**src/rtl/serial_adder_pkg.sv**
```systemverilog
// rtl/serial_adder_pkg.sv - shared types and helpers for the bit-serial adder
package serial_adder_pkg;

  typedef enum logic [1:0] {
    IDLE = 2'd0,
    RUN  = 2'd1,
    DONE = 2'd2
  } state_t;

  // Bit-counter width: enough to count WIDTH serial steps (0..WIDTH-1)
  function automatic int cnt_w(input int width);
    return $clog2(width);
  endfunction

endpackage

```
**src/rtl/full_adder.sv**
```systemverilog
// rtl/full_adder.sv - one-bit full adder
module full_adder (
  input  logic a,
  input  logic b,
  input  logic cin,
  output logic s,
  output logic cout
);

  assign s    = a ^ b ^ cin;
  assign cout = (a & b) | (cin & (a ^ b));

endmodule

```
**src/rtl/serial_adder_ctrl.sv**
```systemverilog
// rtl/serial_adder_ctrl.sv - bit-serial adder controller, one sum bit per clock, LSB first
module serial_adder_ctrl
  import serial_adder_pkg::*;
#(
  parameter int WIDTH = 8
) (
  input  logic             clk,
  input  logic             rst,
  input  logic             start,
  input  logic [WIDTH-1:0] a,
  input  logic [WIDTH-1:0] b,
  input  logic             cin,
  output logic             busy,
  output logic             done,
  output logic [WIDTH-1:0] sum,
  output logic             cout
);

  localparam int CW = cnt_w(WIDTH);
  localparam logic [CW-1:0] LAST_BIT = CW'(WIDTH - 1);
  localparam logic [CW-1:0] CNT_ONE  = CW'(1);

  state_t           state_q;
  logic [WIDTH-1:0] a_sh_q;
  logic [WIDTH-1:0] b_sh_q;
  logic [WIDTH-1:0] s_sh_q;
  logic [WIDTH-1:0] s_sh_d;
  logic             carry_q;
  logic [CW-1:0]    cnt_q;
  logic             busy_q;
  logic             done_q;
  logic [WIDTH-1:0] sum_q;
  logic             cout_q;

  logic             s_fa;
  logic             cout_fa;

  // The single adder cell sees the current LSBs and the running carry
  full_adder u_fa (
    .a    (a_sh_q[0]),
    .b    (b_sh_q[0]),
    .cin  (carry_q),
    .s    (s_fa),
    .cout (cout_fa)
  );

  // New sum bit enters at the MSB so the LSB-first stream lands in place after WIDTH steps
  assign s_sh_d = {s_fa, s_sh_q[WIDTH-1:1]};

  // Sequencer: operand capture, serial shifting, result commit and handshake flags
  always_ff @(posedge clk or posedge rst) begin
    if (rst) begin
      state_q <= IDLE;
      a_sh_q  <= '0;
      b_sh_q  <= '0;
      s_sh_q  <= '0;
      carry_q <= 1'b0;
      cnt_q   <= '0;
      busy_q  <= 1'b0;
      done_q  <= 1'b0;
      sum_q   <= '0;
      cout_q  <= 1'b0;
    end else begin
      case (state_q)
        IDLE, DONE: begin
          done_q <= 1'b0;
          if (start) begin
            a_sh_q  <= a;
            b_sh_q  <= b;
            carry_q <= cin;
            cnt_q   <= '0;
            busy_q  <= 1'b1;
            state_q <= RUN;
          end else begin
            state_q <= IDLE;
          end
        end
        RUN: begin
          a_sh_q  <= a_sh_q >> 1;
          b_sh_q  <= b_sh_q >> 1;
          s_sh_q  <= s_sh_d;
          carry_q <= cout_fa;
          cnt_q   <= cnt_q + CNT_ONE;
          if (cnt_q == LAST_BIT) begin
            sum_q   <= s_sh_d;
            cout_q  <= cout_fa;
            busy_q  <= 1'b0;
            done_q  <= 1'b1;
            state_q <= DONE;
          end
        end
        default: begin
          busy_q  <= 1'b0;
          done_q  <= 1'b0;
          state_q <= IDLE;
        end
      endcase
    end
  end

  assign busy = busy_q;
  assign done = done_q;
  assign sum  = sum_q;
  assign cout = cout_q;

endmodule

```
**config.mk**
```make
export PLATFORM = sky130hd
export DESIGN_NAME = serial_adder_ctrl
export DESIGN_NICKNAME = d
export VERILOG_FILES = /design/src/rtl/serial_adder_pkg.sv /design/src/rtl/full_adder.sv /design/src/rtl/serial_adder_ctrl.sv
export SDC_FILE = /design/constraint.sdc
export NUM_CORES = 1
export LEC_CHECK = 0
export CAP_MARGIN = 30
export CELL_PAD_IN_SITES_DETAIL_PLACEMENT = 1
export CELL_PAD_IN_SITES_GLOBAL_PLACEMENT = 2
export CORE_UTILIZATION = 32
export CTS_BUF_LIST = sky130_fd_sc_hd__clkbuf_4
export CTS_CLUSTER_DIAMETER = 150
export DETAILED_ROUTE_END_ITERATION = 8
export PLACE_DENSITY_LB_ADDON = 0.1
export SYNTH_ARGS = -nofsm -noshare
export SYNTH_HDL_FRONTEND = slang
export SYNTH_SLANG_ARGS = --single-unit
```
**constraint.sdc**
```tcl
create_clock -name clk -period 1.4 [get_ports clk]
set_input_delay 0.42 -clock clk [delete_from_list [all_inputs] [get_ports clk]]
set_output_delay 0.42 -clock clk [all_outputs]
set_load 0.01 [all_outputs]
```
== Word level (Yosys, flattened, before mapping) ==
Index checks and enable logic that the tools add are counted.
Widths: inputs -> output; s select.
Cells by class
  reductions and logical operators: 6
  div/mod/pow operators: 0
  equality and inequality tests: 5
  mux-type cells: 16
  $lt $le $gt $ge: 0
  $mul: 0
  bitwise logic cells: 5
  add/sub/neg operators: 1
  shift operators: 0
Operators by type and width (number)
  $pmux 8 s2: 2
  $mux 8: 2
  $mux 1: 6
  $pmux 3 s2: 1
  $reduce_and 2->1: 3
  $ne 2x2->1 const B: 2
  $pmux 1 s2: 2
  $pmux 2 s2: 1
  $add 3x1->3 const B: 1
  $eq 3x3->1 const B: 1
  $mux 3: 1
  $and 1x1->1: 2
  $eq 2x1->1 const B: 1
  $eq 2x2->1 const B: 1
  $logic_not 2->1: 1
  $mux 2: 1
  $reduce_bool 2->1: 1
  $reduce_or 2->1: 1
  $xor 1x1->1: 2
  $or 1x1->1: 1
Word-level totals
  RAM bits: 0
  latch bits: 0
  logic and storage cells: 43
  bits of input ports: 20
  memories kept: 0
  flip-flop bits (word level): 41
  output and inout bits: 11
  ROM bits: 0

== Depth between registers and ports, before layout ==
Gate-level depths: netlist (run 1).
  depth after elaboration: 4
  gate-level depth with buffers: 6
  gate-level depth less buffers: 5

== Hierarchy ==
From an unflattened synthesis (run 1), not the netlist that was laid out.
Unflattened totals
  cells, all modules: 155
  area, all modules: 1745.4 um^2
By module, submodules not included
  serial_adder_ctrl: instances 1, area each 1725.4 um^2, cells an instance 154
  full_adder: instances 1, area each 20.0 um^2, cells an instance 1

== Least setup slack after synthesis (run 1) ==
OpenSTA, ideal clock, no wires.
  kind: register to register
  start: reg cnt_q[0]
  end: reg cnt_q[2]
  data required time: 1.279 ns
  path buffers: 0
  period minus slack after synthesis: 1.398 ns
  slack: 0.002 ns
  data arrival time: 1.277 ns
  cell stages (with the launch flop): 5
  library setup time: 0.121 ns
  path through: dfrtp_1 -> ha_1 -> ha_1 -> mux2_2 -> a22o_1
Between the ends
  longest elaborated chain between the ends: 2
RTL lines
  start, declared: RTL line serial_adder_ctrl.sv:29  | logic [CW-1:0] cnt_q;
  start signal, assigned: RTL line serial_adder_ctrl.sv:83  | cnt_q <= cnt_q + CNT_ONE;
  $add 3x1->3: RTL line serial_adder_ctrl.sv:83
  $pmux 3 s2: RTL line serial_adder_ctrl.sv:64  | case (state_q)
No other way between the ends.
A chain may end at the register's enable or synchronous reset.

== Final worst setup path (run 1) ==
Same ends and word-level chain as after synthesis.

==> summary.md, run 1 <==
| Metric | Value |
|---|---|
| Fin util | 0.449 |
| Starting Density | 0.337 |
| Endpoints failing hold | 0 |
| CORE AREA | 5200 µm² |
| Worst Hold Slack | 0.441 ns |
| H-tree lvl count | 2 |
| FP Rows | 26 |
| Crit-path max FO | 2 |
| Die Y | between 70 and 80 µm |
| Mapped Nets | 179 |
| Reg-to-reg endpoint | cnt_q[2]$_DFFE_PP0P_ |
| Slew Limit Fails | 0 |
| Mapped Area | 1750 µm² |
| Layout Cells excl Fill | 278 |
| Status | finished clean |
| Post-synthesis cell type count | 28 |
| ANT cells | 0 |
| Drt first pass iters | 2 |
| Share of layout cells above drive strength 1 | 0.293 |
| Slew HR | 0.692 |
| RSZ-0062 raised after global routing | true |
| Sequential power share | 0.397 |
| Required time worst endpoint | 1.64 ns |
| Synthesized netlist cell count | roughly 160 |
| P_int | approximately 3.2 mW |
| Largest net degree at the start of global routing | 40 |
| Clock root buffer | clkbuf_4 |
| Avg Cell Area, Syn | 11.2 µm² |
| Synth Flop Type | dfrtp_1 |
| Grt total ovfl | 0 |
| Static Leakage | 1.12 nW |
| Final Wtd Congestion | 0.672 |
| Residual DRC | 0 |
| Min-Delay Path Class | input pin to async pin |
| PwrDens | ~2100 nW/µm² |
| Min cycle time layout | 1.37 ns |
| Initial antenna violation count | 0 |
| DR iter-0 viols | 14 |
| Final #Nets | 230 |
| Antenna viol nets, final | 0 |
| Clock latency on the worst-skew pair | 0.34 ns |
| Register bit total from synthesis | 39 |
| Num Clock Sinks | 39 |
| Vias per cell | 4.77 |
| Clock transition at path regs | about 0.12 ns |
| Final Total Pwr | 5.02 mW |
| Yosys top cell by area | dfrtp_1 |
| CP Capture Type | flip-flop |
| Synth warn | 0 |
| Fmax | 728 MHz |
| MaxCap Viol Count | 0 |
| Final setup skew | 0.00863 ns |
| HPWL Detailed | 2680 µm |
| Worst R2R Path Depth | 4 |
| Global-route wire length before repair | between 6000 and 7000 µm |
| Final Setup Violations | 0 |
| Vias in the first global route | 1413 |
| Clock power share | 0.118 |
| Top-area cell type share of the netlist area | 0.556 |
| Sw Ratio | 0.357 |
| Least-Margin Pin Slew | roughly 0.46 ns |
| Sequential share of the synthesized area | 0.556 |
| CTS Buffer Depth | 2 |
| Tot GR Track Use | 0.148 |
| Sw power | 1.79 mW |
| Synth area leaders | dfrtp_1 56%, mux2_4 7.7%, nand2_1 5.3%, o22ai_1 3.6%, mux2i_1 2.9% |
| Placement Setup Slack | -0.453 ns |
| Final WL | about 4000 µm |
| WL/cell | 14.3 µm |
| Reg2Reg Launch Point | cnt_q[0]$_DFFE_PP0P_ |
| Type of origin of the critical path | flip-flop |
| Num CTS Buffers | 5 |
| Logic pwr share | 0.484 |
| Critical path class | flip-flop to flip-flop |
| Die X | 76.0 µm |
| DR vias | 1325 |
| # port buffers | 30 |
| Fin crit share | 0.981 |
| CTS tree | built |
| Max VDD drop | 703 µV |
| FF-to-FF setup slack | 0.03 ns |
| I/O pins | 31 |
| Post-synth EDFFs | 0 |
| Area growth syn-to-layout | 33.2% |
| Placed cells | 258 |
| Final worst setup slack | around 0.027 ns |
| Hold buffers post-CTS | 0 |
| Async S/R FF share, synth | 1.00 |
| Die ar. | 5780 µm² |
| CP Data Arrival Time | 1.61 ns |
-- layout make-up --
| type | instances | area [µm²] |
|---|---|---|
| Fill cell | 583 | 2870 |
| Sequential cell | 39 | 977 |
| Multi-Input combinational cell | 105 | 737 |
| Timing Repair Buffer | 53 | 467 |
| Tap cell | 70 | 87.6 |
| Clock buffer | 7 | 52.6 |
| Inverter | 3 | 11.3 |
| Clock inverter | 1 | 5.00 |
-- how the worst max path moves through the flow --
stage	startpoint	to	slack, ns	cells past startpoint
final	cnt_q[0]$_DFFE_PP0P_	cnt_q[2]$_DFFE_PP0P_	0.03	4
after global routing	cnt_q[0]$_DFFE_PP0P_	cnt_q[2]$_DFFE_PP0P_	-0.01	4
after CTS	sum[5]$_DFFE_PP0P_	sum[5]	0.0008	1
after detailed placement	start	b_sh_q[4]$_DFFE_PP0P_	-0.45	4
after global placement	start	b_sh_q[6]$_DFFE_PP0P_	-0.39	4
after floorplan	cnt_q[0]$_DFFE_PP0P_	cnt_q[2]$_DFFE_PP0P_	0.002	4
-- layer usage --
| metal | track usage | part of all wire | vias to the layer above |
|---|---|---|---|
| met5 | 0 | 0 | - |
| met4 | 0.0519 | 0.0093 | 0 |
| met1 | 0.188 | 0.46 | 654 |
| met3 | 0.0431 | 0.040 | 5 |
| li1 | - | - | 640 |
| met2 | 0.242 | 0.49 | 26 |
-- power by group through the flow --
stage	Sequential [mW]	Combinational (mW)	Clock, mW
final	2.00	2.43	0.595
after global routing	2.07	2.70	0.700
after CTS	2.00	2.46	0.657
after detailed placement	2.03	2.24	0
after global placement	2.00	2.13	0
after floorplan	1.98	1.42	0
-- synth_stat cells (all sizes together) (3+ instances only) --
master	n
nor2b	5
nand2	26
a211oi	3
a21oi	3
nor2	13
dfrtp	39
inv	3
o21ai	4
mux2i	5
nand3	4
mux2	11
o22ai	10
nor3	10
buf	9
-- critical path: stages, from the launching register on --
cell,delay (ns)
dfrtp_1,0.41
ha_2,0.20
ha_4,0.20
mux2_2,0.25
a22o_1,0.20
-- cell usage in the layout (no fill, tap or decap), types with 4 or more instances in the layout --
cell type / instances
dfrtp_1: 38
nand2_1: 25
clkdlybuf4s50_1: 19
buf_4: 17
nor2_1: 13
buf_2: 11
o22ai_1: 10
nor3_1: 10
mux2_4: 9
clkbuf_4: 7
mux2i_1: 5
nand3_1: 4
o21ai_0: 4
-- kinds of logic after synthesis --
group / share of synthesized area
AOI/OAI and AO/OA: 0.0934
adders and majority gates: 0.0257
buffers and inverters: 0.0478
DFF: 0.556
muxes: 0.118
and+or+nand+nor: 0.158
-- flip-flops by register name (all words and copies together), names as in the netlist --
name	cells
cout	1
cnt_q	3
a_sh_q	8
b_sh_q	8
carry_q	1
sum	8
s_sh_q	7
state_q	2
busy	1
-- through the flow --
step                      area, µm²  TNS, ns
after floorplan                1750        0
after global placement         2200    -5.75
after detailed placement       2200    -6.61
after CTS                      2330        0
after global routing           2340  -0.0159
final                          2340        0
-- timing repair --
action | 4_1_cts | 5_1_grt
pin swaps | 2 | 2
resized for setup | 47 | 6
setup endpoints to repair | 32 | 17
buffers inserted | 11 | 1
cloned | 1 | 0
Note: power is estimated with default switching activity, not from simulation.
==> inputs of run 2 (changes only) <==
--- a/config.mk
+++ b/config.mk
@@ -13,6 +13,7 @@
 export CTS_CLUSTER_DIAMETER = 150
 export DETAILED_ROUTE_END_ITERATION = 8
 export PLACE_DENSITY_LB_ADDON = 0.1
+export SETUP_SLACK_MARGIN = 0.2
 export SYNTH_ARGS = -nofsm -noshare
 export SYNTH_HDL_FRONTEND = slang
 export SYNTH_SLANG_ARGS = --single-unit
==> summary.md, run 2 (synthesis results as in run 1) <==
| Metric | Value |
|---|---|
| Final #Nets | 255 (+11%) |
| Final setup skew | 0.00479 ns (-0.00383 ns) |
| H-tree lvl count | 2 (unchanged) |
| Num Clock Sinks | 39 (unchanged) |
| Most frequent cells in the layout | 38 x dfrtp_1, 32 x buf_4, 19 x nand2_1 |
| Area growth syn-to-layout | 58.6% |
| Clock transition at path regs | 0.12 ns (about the same) |
| Fillers | 561 (-3.8%) |
| Clock latency on the worst-skew pair | 0.33 ns (about the same) |
| Worst Hold Slack | 0.473 ns (+0.0321 ns) |
| CP cell instances | ha_4 -> ha_4 -> mux2_4 -> a22o_1 |
| Post-route cell area | 2780 µm² (+19%) |
| CTS Buffer Depth | 2 (unchanged) |
| Least-Margin Pin Slew | 0.221 ns (-0.238 ns) |
| Vias per cell | 4.79 (+0.40%) |
| RSZ-0062 raised after global routing | true |
| Max VDD drop | 706 µV (+0.41%) |
| Largest net degree at the start of global routing | 40 (unchanged) |
| Placement Setup Slack | -0.440 ns (+0.0131 ns) |
| I/O pins | 31 (unchanged) |
| Global-route wire length before repair | 7040 µm (+4.4%) |
| Leading cell type in the layout, fill and taps excluded | dfrtp_1 |
| Residual DRC | 0 (unchanged) |
| DR vias | 1450 (+9.4%) |
| Die Y | 76.0 µm (unchanged) |
| CP Capture Type | flip-flop |
| Min cycle time layout | 1.39 ns (+0.0166 ns) |
| WL/cell | 15.0 µm (+5.4%) |
| Vias in the first global route | 1452 (+2.8%) |
| HPWL Detailed | 2590 µm (-3.2%) |
| Min-Delay Path Class | input pin to async pin |
| Drt first pass iters | 4 (+2) |
| Tot GR Track Use | 0.156 (+0.00737) |
| Type of origin of the critical path | flip-flop |
| Die X | 76.0 µm (unchanged) |
| Final WL | 4560 µm (+15%) |
| DR iter-0 viols | 49 (+35) |
| Fmax | 720 MHz (-1.2%) |
| ANT cells | 0 (unchanged) |
| Initial antenna violation count | 0 (unchanged) |
| Reg2Reg Launch Point | cnt_q[1]$_DFFE_PP0P_ |
| Required time worst endpoint | 1.64 ns (about the same) |
| CTS tree | built |
| DP Area | 2180 µm² (-0.74%) |
| CP Data Arrival Time | 1.63 ns (+0.02 ns) |
| MaxCap Viol Count | 0 (unchanged) |
| Grt total ovfl | 0 (unchanged) |
| Starting Density | 0.337 (unchanged) |
| Final worst setup slack | 0.0106 ns (-0.0166 ns) |
| Clock root buffer | clkbuf_4 |
| FP Rows | 26 (unchanged) |
| Slew HR | 0.853 (+0.160) |
| CORE AREA | 5200 µm² (unchanged) |
| Worst Setup SP | cnt_q[1]$_DFFE_PP0P_ |
| Slowest library cell on the worst path | dfrtp_1 |
| Most used cell, CP | ha_4 |
| Antenna viol nets, final | 0 (unchanged) |
| Endpoints failing hold | 0 (unchanged) |
| # port buffers | 30 (unchanged) |
| Final Setup Violations | 0 (unchanged) |
| Fin crit share | 0.992 (+0.0118) |
| Max incr delay on CP | 0.44 ns (+0.03 ns) |
| Critical path class | flip-flop to flip-flop |
| Die ar. | 5780 µm² (unchanged) |
| Crit-path max FO | 2 (unchanged) |
| Final Wtd Congestion | 0.676 (+0.54%) |
| Status | finished clean |
| Num CTS Buffers | 5 (unchanged) |
| Final Total Pwr | 6.05 mW (+21%) |
| Share of layout cells above drive strength 1 | 0.489 (+0.196) |
| Static Leakage | 1.31 nW (+17%) |
| PwrDens | 2180 nW/µm² (+1.3%) |
| Slew Limit Fails | 0 (unchanged) |
==> run 2: changes by cell type in the layout (fill, tap and decap cells not counted), sizes merged <==
| cell | delta |
|---|---|
| buf | +25 |
| clkdlybuf4s50 | -1 |
| clkinvlp | +1 |
| dlygate4sd2 | +1 |
| inv | -1 |
==> run 2: final timing paths <==
check,slack [ns],end,cells past startpoint
hold reg to reg,0.51,s_sh_q[1]$_DFFE_PP0P_,2
min in group clk,0.51,s_sh_q[1]$_DFFE_PP0P_,2
setup / recovery,0.01,cnt_q[2]$_DFFE_PP0P_,4
max in group asynchronous,0.71,state_q[0]$_DFFE_PP0P_,3
hold / removal,0.47,sum[0]$_DFFE_PP0P_,3
setup reg to reg,0.01,cnt_q[2]$_DFFE_PP0P_,4
==> run 2: critical path, delay by kind of cell, from the launching register on <==
family	cells	cell delay, ns
DFF	1	0.44
adders and majority gates	2	0.38
muxes	1	0.26
AOI/OAI and AO/OA	1	0.21
==> run 2: final cells by class <==
type                       instances  area (µm²)  share of cell area
timing repair buffer              78         724               0.260
tap                               70        87.6              0.0315
multi-input combinational        105         920               0.331
inverter                           3        15.0             0.00540
sequential                        39         977               0.351
clock buffer                       7        52.6              0.0189
clock inverter                     1        5.00             0.00180
==> run 2: timing repair <==
action / 4_1_cts / 5_1_grt
gates resized for setup: 59 / 49
buffers inserted: 22 / 15
endpoints found under the setup margin: 44 / 41
pin swaps: 5 / 20
hold buffers: 0 / 0
gates cloned: 2 / 1
==> run 2: where the power goes <==
group	internal [mW]	switching, mW	total [mW]	leakage (nW)
logic	1.97	1.40	3.38	0.797
registers	1.65	0.419	2.07	0.477
clock network	0.235	0.375	0.611	0.0361
total	3.86	2.20	6.05	1.31
==> run 2: per-layer routing <==
| metal | global-route usage | vias up | part of all wire |
|---|---|---|---|
| met5 | 0 | - | 0 |
| met4 | 0.0404 | 0 | 0.0072 |
| met3 | 0.0395 | 4 | 0.037 |
| met2 | 0.259 | 30 | 0.52 |
| met1 | 0.202 | 721 | 0.43 |
| li1 | - | 695 | - |
==> run 2: metrics by stage <==
stage,utilization,setup TNS (ns),cells
after CTS,0.470,0,287
after floorplan,-,0,156
after global routing,0.534,-0.0109,303
final,0.534,0,303
after global placement,0.419,-5.47,255
after detailed placement,0.419,-6.20,255
==> inputs of run 3 (changes only) <==
--- a/config.mk
+++ b/config.mk
@@ -11,6 +11,7 @@
 export CORE_UTILIZATION = 32
 export CTS_BUF_LIST = sky130_fd_sc_hd__clkbuf_4
 export CTS_CLUSTER_DIAMETER = 150
+export CTS_CLUSTER_SIZE = 12
 export DETAILED_ROUTE_END_ITERATION = 8
 export PLACE_DENSITY_LB_ADDON = 0.1
 export SETUP_SLACK_MARGIN = 0.2
==> results of run 3 <==
Final layout, timing and power as in run 2 (identical DEF).
